**src/rtl/fpga_ce_gen.sv**
```systemverilog
// Programmable clock-enable strobe generator: free-running or counted-burst strobes
// every D cycles. Optional mid-period strobe output E_mid_o under FPGA_CE_GEN_MID_EN.
module fpga_ce_gen #(
  parameter int DIV_W     = 16,
  parameter int CNT_W     = 8,
  parameter int DIV_RESET = 4
) (
  input  logic             clk_i,
  input  logic             reset_i,
  input  logic             run_i,
  input  logic             burst_start_i,
  input  logic [CNT_W-1:0] burst_len_i,
  input  logic [DIV_W-1:0] div_i,
  input  logic             div_valid_i,
  output logic             div_ready_o,
  output logic             E_o,
`ifdef FPGA_CE_GEN_MID_EN
  output logic             E_mid_o,
`endif
  output logic             busy_o,
  output logic             burst_done_o
);

  typedef enum logic [1:0] {
    ST_IDLE  = 2'd0,
    ST_FREE  = 2'd1,
    ST_BURST = 2'd2
  } state_t;

  localparam logic [DIV_W-1:0] DIV_ONE  = DIV_W'(1);
  localparam logic [DIV_W-1:0] DIV_INIT = DIV_W'(DIV_RESET);

  state_t           state_q, state_d;
  logic [DIV_W-1:0] cnt_q, cnt_d;
  logic [DIV_W-1:0] div_q, div_d;
  logic [DIV_W-1:0] pend_val_q, pend_val_d;
  logic             pend_q, pend_d;
  logic [CNT_W-1:0] rem_q, rem_d;
  logic             done_q, done_d;

  logic             active;
  logic             strobe;
  logic             accept;
  logic             leave;
  logic [DIV_W-1:0] div_eff;
  logic [DIV_W-1:0] pend_eff;

  // Zero divisors behave as one so the period counter never underflows.
  assign div_eff  = (div_q == '0) ? DIV_ONE : div_q;
  assign pend_eff = (pend_val_q == '0) ? DIV_ONE : pend_val_q;

  assign active = (state_q != ST_IDLE);
  assign strobe = active && (cnt_q == '0);
  assign accept = div_valid_i && div_ready_o;

  always_comb begin
    state_d    = state_q;
    cnt_d      = cnt_q;
    div_d      = div_q;
    pend_val_d = pend_val_q;
    pend_d     = pend_q;
    rem_d      = rem_q;
    done_d     = 1'b0;
    leave      = 1'b0;

    if (active) begin
      if (strobe) begin
        if (pend_q) begin
          div_d  = pend_val_q;
          pend_d = 1'b0;
          cnt_d  = pend_eff - DIV_ONE;
        end else begin
          cnt_d = div_eff - DIV_ONE;
        end
      end else begin
        cnt_d = cnt_q - DIV_ONE;
      end
      // accept implies pend_q is clear, so this never collides with the apply above
      if (accept) begin
        pend_d     = 1'b1;
        pend_val_d = div_i;
      end
    end

    case (state_q)
      ST_IDLE: begin
        if (accept) begin
          div_d = div_i;
        end
        if (burst_start_i && (burst_len_i != '0)) begin
          state_d = ST_BURST;
          rem_d   = burst_len_i;
          cnt_d   = '0;
        end else if (run_i) begin
          state_d = ST_FREE;
          cnt_d   = '0;
        end
      end
      ST_FREE: begin
        if (!run_i) begin
          leave = 1'b1;
        end
      end
      ST_BURST: begin
        if (strobe) begin
          rem_d = rem_q - CNT_W'(1);
          if (rem_q == CNT_W'(1)) begin
            leave  = 1'b1;
            done_d = 1'b1;
          end
        end
      end
      default: begin
        state_d = ST_IDLE;
        cnt_d   = '0;
      end
    endcase

    // Returning to IDLE folds any pending divisor straight into D.
    if (leave) begin
      state_d = ST_IDLE;
      cnt_d   = '0;
      pend_d  = 1'b0;
      if (accept) begin
        div_d = div_i;
      end else if (pend_q) begin
        div_d = pend_val_q;
      end
    end
  end

  always_ff @(posedge clk_i) begin
    if (reset_i) begin
      state_q    <= ST_IDLE;
      cnt_q      <= '0;
      div_q      <= DIV_INIT;
      pend_val_q <= '0;
      pend_q     <= 1'b0;
      rem_q      <= '0;
      done_q     <= 1'b0;
    end else begin
      state_q    <= state_d;
      cnt_q      <= cnt_d;
      div_q      <= div_d;
      pend_val_q <= pend_val_d;
      pend_q     <= pend_d;
      rem_q      <= rem_d;
      done_q     <= done_d;
    end
  end

  assign E_o          = strobe;
  assign busy_o       = active;
  assign burst_done_o = done_q;
  assign div_ready_o  = !pend_q;

`ifdef FPGA_CE_GEN_MID_EN
  assign E_mid_o = active && (div_eff != DIV_ONE) && (cnt_q == (div_eff >> 1));
`endif

endmodule

```
**config.mk**
```make
export PLATFORM = sky130hd
export DESIGN_NAME = fpga_ce_gen
export DESIGN_NICKNAME = d
export VERILOG_FILES = /design/src/rtl/fpga_ce_gen.sv
export SDC_FILE = /design/constraint.sdc
export NUM_CORES = 1
export LEC_CHECK = 0
export BUFFER_PORTS_ARGS = -buffer_cell sky130_fd_sc_hd__buf_2
export CORE_MARGIN = 8
export CORE_UTILIZATION = 23
export CTS_BUF_LIST = sky130_fd_sc_hd__clkbuf_16
export CTS_CLUSTER_SIZE = 16
export DETAILED_ROUTE_END_ITERATION = 7
export PLACE_DENSITY = 0.37
export SYNTH_ARGS = -nofsm -noshare
export SYNTH_HDL_FRONTEND = slang
export SYNTH_SLANG_ARGS = --single-unit
```
**constraint.sdc**
```tcl
create_clock -name clk_i -period 3.3 [get_ports clk_i]
set_input_delay 0.165 -clock clk_i [delete_from_list [all_inputs] [get_ports clk_i]]
set_output_delay 0.165 -clock clk_i [all_outputs]
set_load 0.005 [all_outputs]
```
==> summary.md, run 1 <==
| Metric | Value |
|---|---|
| Status | `finished clean` |
| Ys async rst share | `0%` |
| Worst Hold Launch | `div_i[10]` |
| Crit-path cells | `inv_1, ha_1, nor4_2, and4_1, nand2_2, inv_2, a31oi_4, ha_1, o211ai_1, nor3_1, nand2_1, mux2_2, a21oi_1` |
| TNS Setup | `0 ns` |
| CTS buffer count | `9` |
| Final worst path period need | `2.98 ns` |
| Buf/Inv on CP | `2` |
| VDD IR-drop max | `331 µV` |
| Avg WL per Cell | `17.9 µm` |
| Synth Cell Area | `3870 µm²` |
| Main area contributors after synthesis | `dfxtp_1 31%, nand2_1 8.0%, nor2_1 6.1%, a21oi_1 4.7%, mux2i_1 4.4%` |
| DRC | `0` |
| Hold slack final | `0.0862 ns` |
| PortBufs | `32` |
| Slew headroom | `54.5%` |
| Setup CP Type | `flip-flop to flip-flop` |
| Max clock buf depth | `2` |
| Grt ovf | `0` |
| Final Cycle Share | `90.2%` |
| Pre-CTS setup slack | `0.350 ns` |
| Max Fclk | `336 MHz` |
| Clk root buf | `clkbuf_16` |
| CTS resizes | `0` |
| Layout cells sized above 1 | `17.4%` |
| TritonRoute pass-1 iters | `4` |
| Yosys reg bits | `60` |
| Crit path DAT | `3.24 ns` |
| Yosys warns | `0` |
| Ys flop type | `dfxtp_1` |
| Mapped Cells | `512` |
| Post-synthesis adder-cell area fraction | `2.26%` |
| Mux contribution to synthesized area | `8.76%` |
| Hold crit path type | `input pin to flip-flop` |
| Layout Cells excl Fill | `771` |
| Max H-tree Level | `3` |
| DR iter-0 viols | `300` |
| Main combinational cell family by area after synthesis | `simple AND/OR/NAND/NOR gates` |
| Layout area overhead | `20.4%` |
| Worst-Skew Late Latency | `0.34 ns` |
| CTS tree | `done` |
| RSZ-0062 raised after global routing | `no` |
| Cell taking the most area after synthesis | `dfxtp_1` |
| Crit path top cell by count | `ha_1` |
| Post-synthesis simple-gate area fraction | `27.6%` |
| Slowest CP cell | `and4_1` |
| Clock transition at path regs | `0.06 ns` |
| # diodes | `0` |
| DR vias/cell | `5.08` |
| Buffer count from post-CTS setup fixing | `0` |
| Number of global-route vias before repair | `3,795` |
| Post-route setup slack | `0.322 ns` |
| HPWL Detailed | `10.2 mm` |
| Setup crit end kind | `flip-flop` |
| Antenna Nets Post-Route | `0` |
| Setup Skew | `0.00485 ns` |
| Max Cap Violations | `0` |
| Largest net degree at the start of global routing | `27` |
| Nets | `582` |
| Hold buffer count at CTS | `0` |
| # placed instances | `755` |
| Row count | `47` |
| PD cells | `1020 nW/µm²` |
| Top cell family by delay on the critical path | `simple AND/OR/NAND/NOR gates` |
| Syn_nets | `548` |
| Post-synth cell types | `67` |
| Most frequent cell after synthesis | `nand2_1` |
| Initial antenna violation count | `0` |
| RePlAce Congestion | `0.812` |
| XOR/XNOR share of the synthesized area | `0.679%` |
| Die W | `146 µm` |
| Final Setup Violations | `0` |
| Core area | `16,500 µm²` |
| Worst Setup SP | `state_q[0]` |
| Post-synth EDFFs | `0` |
| R2R Path Start | `state_q[0]` |
| Final Max Slew Viols | `0` |
| Worst Max-Slew Pin Slew | `0.681 ns` |
| Worst-path fanout max | `7` |
| Ports | `33` |
| Static leakage | `1.78 nW` |
| DIE AREA | `21,200 µm²` |
| Avg Cell Area, Syn | `7.56 µm²` |
| All-Layer GR Usage | `13.0%` |
| Final Hold Vio Count | `0` |
| Crit-path max cell delay | `0.43 ns` |
| Routed WL | `13.8 mm` |
| Critical Path Source Type | `flip-flop` |
| Top post-synthesis cells by count | `82 x nand2_1, 63 x nor2_1, 60 x dfxtp_1` |
| Share of the synthesized area in the top cell type | `31.0%` |
| CTS sink count | `60` |
| Initial Util | `23.4%` |
| Die height | `146 µm` |
| Post-synthesis sequential area ratio | `31.0%` |
| First-pass GRT wire length | `21.9 mm` |
| Req. time, crit path | `3.57 ns` |
| Via Count | `3,914` |
| Compound-Gate Fraction of Synth Area | `24.4%` |
area by class of cell:
type	instances	area (µm²)
clock buffer	9	225
clock inverter	7	108
fill	1820	11900
inverter	13	48.8
multi-input combinational	407	2470
sequential	60	1200
tap	220	275
timing repair buffer	55	333
where the power goes:
part / switching, mW / leakage (nW) / internal, mW / total, mW
sequential: 0.208 / 0.490 / 0.894 / 1.10
combinational: 1.53 / 1.12 / 1.02 / 2.55
clock: 0.358 / 0.172 / 0.729 / 1.09
cells by family (layout without fill, tap and decap cells):
group | Yosys count | in the layout
AOI/OAI and AO/OA | 138 | 138
xor gates and xnor gates | 3 | 3
adders and majority gates | 7 | 7
buffers and inverters | 45 | 84
DFF | 60 | 60
muxes | 32 | 32
and+or+nand+nor | 227 | 227
worst min-delay path: stages:
cell and delay, ns:
buf_2 0.11, nand2_1 0.05, a21oi_1 0.05
worst paths after layout:
kind / cells after the start / end / slack [ns]
max: 13 / cnt_q[12] / 0.32
min: 3 / pend_val_q[10] / 0.09
max reg2reg: 13 / cnt_q[12] / 0.32
min reg2reg: 2 / pend_val_q[0] / 0.48
stage by stage:
step           total power [mW]  util (%)  cell area [µm²]
3_3_place_gp               3.67      26.2             4320
3_5_place_dp               3.66      26.2             4320
2_1_floorplan              2.90         -             3870
5_1_grt                    5.13      28.2             4660
6_report                   4.74      28.2             4660
4_1_cts                    4.78      28.2             4660
sequential cells by signal (all words and copies together), names as in the netlist:
signal,count
rem_q,8
div_q,16
cnt_q,16
burst_done_o,1
state_q,2
pend_val_q,16
pend_q,1
per-layer routing:
metal  part of all wire, %  global-route usage (%)  wire length, µm
met1                    49                    17.5             6810
met2                    45                    20.0             6210
met3                   3.6                    2.74              493
met4                   2.0                    5.10              273
met5                     0                       0                0
cell usage in the layout (no fill, tap or decap), types with 4 or more instances in the layout:
| cell | synthesis | layout |
|---|---|---|
| o21ai_0 | 34 | 34 |
| inv_1 | 11 | 13 |
| buf_4 | 2 | 23 |
| a211oi_1 | 6 | 6 |
| nand2_1 | 82 | 82 |
| nor4_1 | 14 | 14 |
| nand4_1 | 8 | 8 |
| mux2_2 | 15 | 15 |
| o31ai_1 | 4 | 4 |
| ha_1 | 7 | 7 |
| or4_1 | 5 | 5 |
| clkbuf_16 | 0 | 9 |
| a211o_1 | 4 | 4 |
| nand3_1 | 14 | 14 |
| a22oi_1 | 7 | 7 |
| a31oi_1 | 10 | 10 |
| nor2_1 | 63 | 63 |
| a2111oi_1 | 4 | 4 |
| mux2i_1 | 17 | 17 |
| nor3_1 | 14 | 14 |
| a21oi_1 | 36 | 36 |
| or3_1 | 5 | 5 |
| buf_2 | 8 | 32 |
| dfxtp_1 | 60 | 60 |
(Power assumes the default switching activity.)
==> inputs of run 2 (changes only) <==
- REMOVE_ABC_BUFFERS: not set -> 1
==> summary.md, run 2 (same netlist as run 1, synthesis figures left out) <==
| Metric | Value |
|---|---|
| Status | `finished clean` |
| Crit-path max cell delay | `0.39 ns (-0.04 ns)` |
| Worst-Skew Late Latency | `0.34 ns (about the same)` |
| TNS Setup | `0 ns (unchanged)` |
| Die height | `146 µm (unchanged)` |
| Hold crit path type | `input pin to flip-flop` |
| Critical Path Source Type | `flip-flop` |
| Worst-path fanout max | `7 (unchanged)` |
| Final worst path period need | `2.97 ns (-0.00992 ns)` |
| Setup crit end kind | `flip-flop` |
| Antenna Nets Post-Route | `0 (unchanged)` |
| CTS sink count | `60 (unchanged)` |
| Ports | `33 (unchanged)` |
| CTS buffer count | `9 (unchanged)` |
| All-Layer GR Usage | `13.0% (-0.044 points)` |
| Final Setup Violations | `0 (unchanged)` |
| Crit path top cell by count | `ha_1` |
| Max Cap Violations | `0 (unchanged)` |
| Worst Max-Slew Pin Slew | `0.715 ns (+0.0341 ns)` |
| Slew headroom | `52.2% (-2.3 points)` |
| Largest regs | `cnt_q: 16 flops, div_q: 16 flops, pend_val_q: 16 flops` |
| RSZ-0062 raised after global routing | `no` |
| Max H-tree Level | `3 (unchanged)` |
| Layout cells sized above 1 | `17.1% (-0.30 points)` |
| Max clock buf depth | `2 (unchanged)` |
| Final design utilization | `28.1% (-0.091 points)` |
| Core area | `16,500 µm² (unchanged)` |
| Die W | `146 µm (unchanged)` |
| Setup CP Type | `flip-flop to flip-flop` |
| VDD IR-drop max | `353 µV (+6.5%)` |
| DR vias/cell | `5.14 (+1.2%)` |
| Static leakage | `1.76 nW (-0.97%)` |
| Max Fclk | `337 MHz (+0.33%)` |
| Grt ovf | `0 (unchanged)` |
| Largest net degree at the start of global routing | `35 (+30%)` |
| DR iter-0 viols | `296 (-1.3%)` |
| PD cells | `1020 nW/µm² (+0.75%)` |
| Filler instances | `1,812 (-0.44%)` |
| Commonest cells after routing, fill and taps aside | `82 x nand2_1, 63 x nor2_1, 60 x dfxtp_1` |
| Number of global-route vias before repair | `3,854 (+1.6%)` |
| First-pass GRT wire length | `21.8 mm (-0.44%)` |
| Avg WL per Cell | `17.8 µm (-0.46%)` |
| Crit path DAT | `3.23 ns (about the same)` |
| # diodes | `0 (unchanged)` |
| DRC | `0 (unchanged)` |
| Initial antenna violation count | `0 (unchanged)` |
| Final Max Slew Viols | `0 (unchanged)` |
| Via Count | `3,949 (+0.89%)` |
| Clk root buf | `clkbuf_16` |
| Slowest CP cell | `and4_2` |
| PortBufs | `32 (unchanged)` |
| Crit-path cells | `inv_1, ha_1, nor4_2, and4_2, nand2_2, inv_2, a31oi_4, ha_1, o211ai_1, nor3_1, nand2_1, mux2_2, a21oi_1` |
| Final Hold Vio Count | `0 (unchanged)` |
| CTS tree | `done` |
| TritonRoute pass-1 iters | `4 (unchanged)` |
| DIE AREA | `21,200 µm² (unchanged)` |
| Layout area overhead | `20.0%` |
| Routed WL | `13.7 mm (-0.72%)` |
| Clock transition at path regs | `0.06 ns (about the same)` |
| Setup Skew | `0.00943 ns (+0.00458 ns)` |
| Final Cycle Share | `89.9% (-0.30 points)` |
| Commonest non-fill, non-tap cell in the layout | `nand2_1` |
| Req. time, crit path | `3.57 ns (about the same)` |
| RePlAce Congestion | `0.824 (+1.5%)` |
| Nets | `580 (-0.34%)` |
| HPWL Detailed | `10.0 mm (-2.0%)` |
| Initial Util | `23.4% (unchanged)` |
| Row count | `47 (unchanged)` |
[run 2: changes by cell type in the layout (fill, tap and decap cells not counted)]
cell / previous run / this run
inv_1: 13 / 12
clkinv_2: 2 / 1
and4_1: 2 / 1
buf_4: 23 / 21
and4_2: 0 / 1
clkinv_1: 1 / 3
[run 2: path summary, 6_finish.rpt]
check | start | endpoint | slack, ns | cells after the start
worst min-delay path | div_i[5] | pend_val_q[5] | 0.08 | 3
worst max register to register | state_q[0] | cnt_q[12] | 0.33 | 13
worst min register to register | pend_val_q[0] | pend_val_q[0] | 0.48 | 2
worst max-delay path | state_q[0] | cnt_q[12] | 0.33 | 13
[run 2: stage by stage]
stage / power (mW) / hold WS [ns] / cells / instance area [µm²] / worst slack (ns)
global route: 5.12 / 0.0770 / 769 / 4640 / 0.0170
detailed placement: 3.68 / 0.432 / 753 / 4310 / 0.299
CTS: 4.79 / 0.0657 / 769 / 4640 / 0.282
global placement: 3.68 / 0.425 / 753 / 4310 / 0.443
floorplan: 2.81 / 0.234 / 480 / 3720 / 0.156
finish: 4.76 / 0.0789 / 769 / 4640 / 0.332
[run 2: timing repair]
item,CTS,global route
setup buffers,0,0
endpoints found under the hold margin,0,0
hold buffers,0,0
gates resized for setup,0,1
endpoints found under the setup margin,0,1
[run 2: final cells by class]
class	count	area, µm²	share of cell area, %
inverter	13	48.8	1.05
clock buffer	9	225	4.85
timing repair buffer	53	318	6.85
multi-input combinational	407	2470	53.2
clock inverter	7	106	2.29
tap	220	275	5.93
sequential	60	1200	25.9
[run 2: where the power goes]
| part | switching (mW) | internal, mW |
|---|---|---|
| clock network | 0.349 | 0.728 |
| logic | 1.57 | 1.01 |
| registers | 0.204 | 0.894 |
[run 2: routing by layer]
metal  wire length, µm  up-vias  GRT usage [%]  part of all wire [%]
li1                  -     1944              -                     -
met1              6660     1904           16.9                    49
met2              6260       81           20.7                    46
met3               513       20           2.61                   3.7
met4               255        0           5.26                   1.9
met5                 0        -              0                     0
[run 2: critical path, delay by kind of cell (launching register included)]
kind | cells | cell delay (ns)
and+or+nand+nor | 5 | 1.12
DFF | 1 | 0.37
muxes | 1 | 0.33
adders and majority gates | 2 | 0.47
buffers and inverters | 2 | 0.17
AOI/OAI and AO/OA | 3 | 0.42
==> inputs of run 3 (changes only) <==
- ABC_AREA: not set -> 1
==> summary.md, run 3 <==
| Metric | Value |
|---|---|
| Logic pwr share | `61.4% (+7.2 points)` |
| Final Cycle Share | `81.8% (-8.1 points)` |
| Final Max Slew Viols | `0 (unchanged)` |
| Buffer count from post-CTS setup fixing | `0 (unchanged)` |
| Cell taking the most area after synthesis | `dfxtp_1` |
| Core area | `17,900 µm² (+8.3%)` |
| Via Count | `4,190 (+6.1%)` |
| Mapped Cells | `658 (+29%)` |
| Psw | `2.65 mW (+25%)` |
| Crit-path cells | `inv_1, ha_1, inv_2, nand3_2, nor2_4, nand2_4, inv_4, nand2_1, nand2_2, ha_1, nand3_2, inv_1, nand2_1, o21bai_1, nand3_1, nand2_1, inv_1` |
| PD cells | `1080 nW/µm² (+5.5%)` |
| Switching Share | `51.5% (+6.9 points)` |
| Int Power | `2.49 mW (-5.3%)` |
| All-Layer GR Usage | `12.4% (-0.60 points)` |
| Setup Skew | `0.0107 ns (+0.00123 ns)` |
| Slew headroom | `58.4% (+6.2 points)` |
| Post-synthesis sequential area ratio | `28.7% (-2.3 points)` |
| XOR/XNOR share of the synthesized area | `0.838% (+0.16 points)` |
| Crit-path max cell delay | `0.39 ns (about the same)` |
| Sequential share of power | `20.4% (-2.7 points)` |
| Hold buffer count at CTS | `0 (unchanged)` |
| HPWL Detailed | `10.1 mm (+0.29%)` |
| Ys async rst share | `0% (unchanged)` |
| Most frequent cell after synthesis | `nand2_1` |
| CTS tree | `done` |
| Top cell family by delay on the critical path | `simple AND/OR/NAND/NOR gates` |
| Clk network pwr share | `18.1% (-4.6 points)` |
| Setup CP Type | `flip-flop to flip-flop` |
| Worst Max-Slew Pin Slew | `0.623 ns (-0.0920 ns)` |
| Synth Cell Area | `4180 µm² (+8.1%)` |
| Setup crit end kind | `flip-flop` |
| TNS Setup | `0 ns (unchanged)` |
| Compound-Gate Fraction of Synth Area | `19.9% (-4.5 points)` |
| Final worst path period need | `2.70 ns (-0.268 ns)` |
| Worst-path fanout max | `16 (+9)` |
| Die W | `151 µm (+3.5%)` |
| Avg Cell Area, Syn | `6.36 µm² (-16%)` |
| Commonest cells after routing, fill and taps aside | `179 x nand2_1, 77 x nor2_1, 75 x inv_1` |
| Worst-Skew Late Latency | `0.34 ns (about the same)` |
| Max Fclk | `370 MHz (+9.9%)` |
| CTS sink count | `60 (unchanged)` |
| Routed WL | `13.7 mm (about the same)` |
| Mux contribution to synthesized area | `0% (-8.8 points)` |
| Max H-tree Level | `3 (unchanged)` |
| Post-synth EDFFs | `0 (unchanged)` |
| Yosys warns | `0 (unchanged)` |
| Layout cells sized above 1 | `14.8% (-2.4 points)` |
| DR iter-0 viols | `288 (-2.7%)` |
| Number of global-route vias before repair | `4,127 (+7.1%)` |
| Clock transition at path regs | `0.06 ns (about the same)` |
| Ys flop type | `dfxtp_1` |
| DRC | `0 (unchanged)` |
| Layout area overhead | `13.9%` |
| Placed Area | `4480 µm² (+4.0%)` |
| Post-synth cell types | `49 (-27%)` |
| Antenna Nets Post-Route | `0 (unchanged)` |
| Buf/Inv on CP | `5 (+3)` |
| Initial Util | `23.4% (-0.047 points)` |
| RePlAce Congestion | `0.843 (+2.3%)` |
| # diodes | `0 (unchanged)` |
| Nets | `716 (+23%)` |
| Grt ovf | `0 (unchanged)` |
| Ports | `33 (unchanged)` |
| Main combinational cell family by area after synthesis | `simple AND/OR/NAND/NOR gates` |
| Overall Power | `5.15 mW (+8.2%)` |
| Largest net degree at the start of global routing | `32 (-8.6%)` |
| Static leakage | `2.20 nW (+25%)` |
| Max Cap Violations | `0 (unchanged)` |
| PortBufs | `32 (unchanged)` |
| Yosys reg bits | `60 (unchanged)` |
| DIE AREA | `22,800 µm² (+7.2%)` |
| Hold crit path type | `input pin to flip-flop` |
| First-pass GRT wire length | `21.7 mm (-0.51%)` |
| VDD IR-drop max | `388 µV (+9.9%)` |
| Post-synthesis simple-gate area fraction | `36.0% (+8.4 points)` |
| Row count | `49 (+4.3%)` |
| RSZ-0062 raised after global routing | `no` |
| Final Hold Vio Count | `0 (unchanged)` |
| Req. time, crit path | `3.54 ns (-0.03 ns)` |
| CTS buffer count | `9 (unchanged)` |
| Final Setup Violations | `0 (unchanged)` |
| TritonRoute pass-1 iters | `5 (+1)` |
| Avg WL per Cell | `15.0 µm (-16%)` |
| Slowest CP cell | `dfxtp_1` |
| Crit path DAT | `2.94 ns (-0.29 ns)` |
| Share of the synthesized area in the top cell type | `28.7% (-2.3 points)` |
| Final instance area | `4760 µm² (+2.6%)` |
| Max clock buf depth | `2 (unchanged)` |
| Critical Path Source Type | `flip-flop` |
| DR vias/cell | `4.59 (-11%)` |
| CTS resizes | `0 (unchanged)` |
| Main area contributors after synthesis | `dfxtp_1 29%, nand2_1 16%, nor2_1 6.9%, inv_1 6.7%, a21oi_1 6.0%` |
| Largest regs | `cnt_q: 16 flops, div_q: 16 flops, pend_val_q: 16 flops` |
| Commonest non-fill, non-tap cell in the layout | `nand2_1` |
| Initial antenna violation count | `1 (+1)` |
| Die height | `151 µm (+3.5%)` |
| Top post-synthesis cells by count | `179 x nand2_1, 77 x nor2_1, 75 x inv_1` |
| Post-synthesis adder-cell area fraction | `2.09% (-0.17 points)` |
| Status | `finished clean` |
| Clk root buf | `clkbuf_16` |
## run 3: cell types whose count changed after synthesis, sizes merged, moves of 16 or more
| cell | delta |
|---|---|
| nand2 | +108 |
| inv | +70 |
| nand3 | +27 |
| nor2 | +26 |
| mux2i | -17 |
| a21oi | +16 |
| nor4 | -16 |
## run 3: layout make-up
type                            count  area (µm²)
Clock buffer                        9         225
Multi-Input combinational cell    486        2460
Fill cell                        2013       13100
Sequential cell                    60        1200
Clock inverter                      6        56.3
Tap cell                          229         287
Inverter                           84         319
Timing Repair Buffer               39         213
## run 3: worst register-to-register path, cell delays in order, from the launching register on
cell      delay [ns]
dfxtp_1         0.39
inv_1           0.08
ha_1            0.22
inv_2           0.07
nand3_2         0.09
nor2_4          0.31
nand2_4         0.21
inv_4           0.16
nand2_1         0.10
nand2_2         0.11
ha_1            0.21
nand3_2         0.12
inv_1           0.14
nand2_1         0.10
o21bai_1        0.13
nand3_1         0.08
nand2_1         0.07
inv_1           0.03
## run 3: through the flow
stage / setup WS [ns] / utilization, % / hold WS, ns / instances
floorplan: 0.425 / - / 0.227 / 630
global placement: 0.709 / 25.0 / 0.425 / 898
detailed placement: 0.639 / 25.0 / 0.437 / 898
CTS: 0.617 / 26.6 / 0.0801 / 913
global route: 0.362 / 26.6 / 0.0887 / 913
finish: 0.600 / 26.6 / 0.0946 / 913
## run 3: cell families after synthesis
family | count (synthesis)
XOR/XNOR | 4
AO/OA/AOI/OAI | 139
flip-flops | 60
AND/OR/NAND/NOR | 336
buffers and inverters | 112
adder cells (fa/ha/maj) | 7
## run 3: final timing paths
path / to / cells after the start / from / slack [ns]
setup / recovery: cnt_q[10] / 17 / state_q[0] / 0.60
hold / removal: pend_val_q[0] / 3 / div_i[0] / 0.09
setup reg to reg: cnt_q[10] / 17 / state_q[0] / 0.60
hold reg to reg: pend_val_q[3] / 2 / pend_val_q[3] / 0.49
## run 3: power groups by stage
stage / Combinational, mW / Clock, mW / Sequential [mW]
2_1_floorplan: 2.36 / 0 / 1.03
3_3_place_gp: 3.16 / 0 / 1.06
3_5_place_dp: 3.16 / 0 / 1.06
4_1_cts: 3.18 / 0.972 / 1.05
5_1_grt: 3.56 / 0.996 / 1.08
6_report: 3.16 / 0.934 / 1.05
## run 3: layer usage
layer / track usage, % / vias up / share of wire, %
met3: 3.38 / 11 / 5.4
met5: 0 / - / 0.073
met1: 15.3 / 1909 / 46
li1: - / 2161 / -
met4: 3.22 / 2 / 1.1
met2: 20.8 / 107 / 47
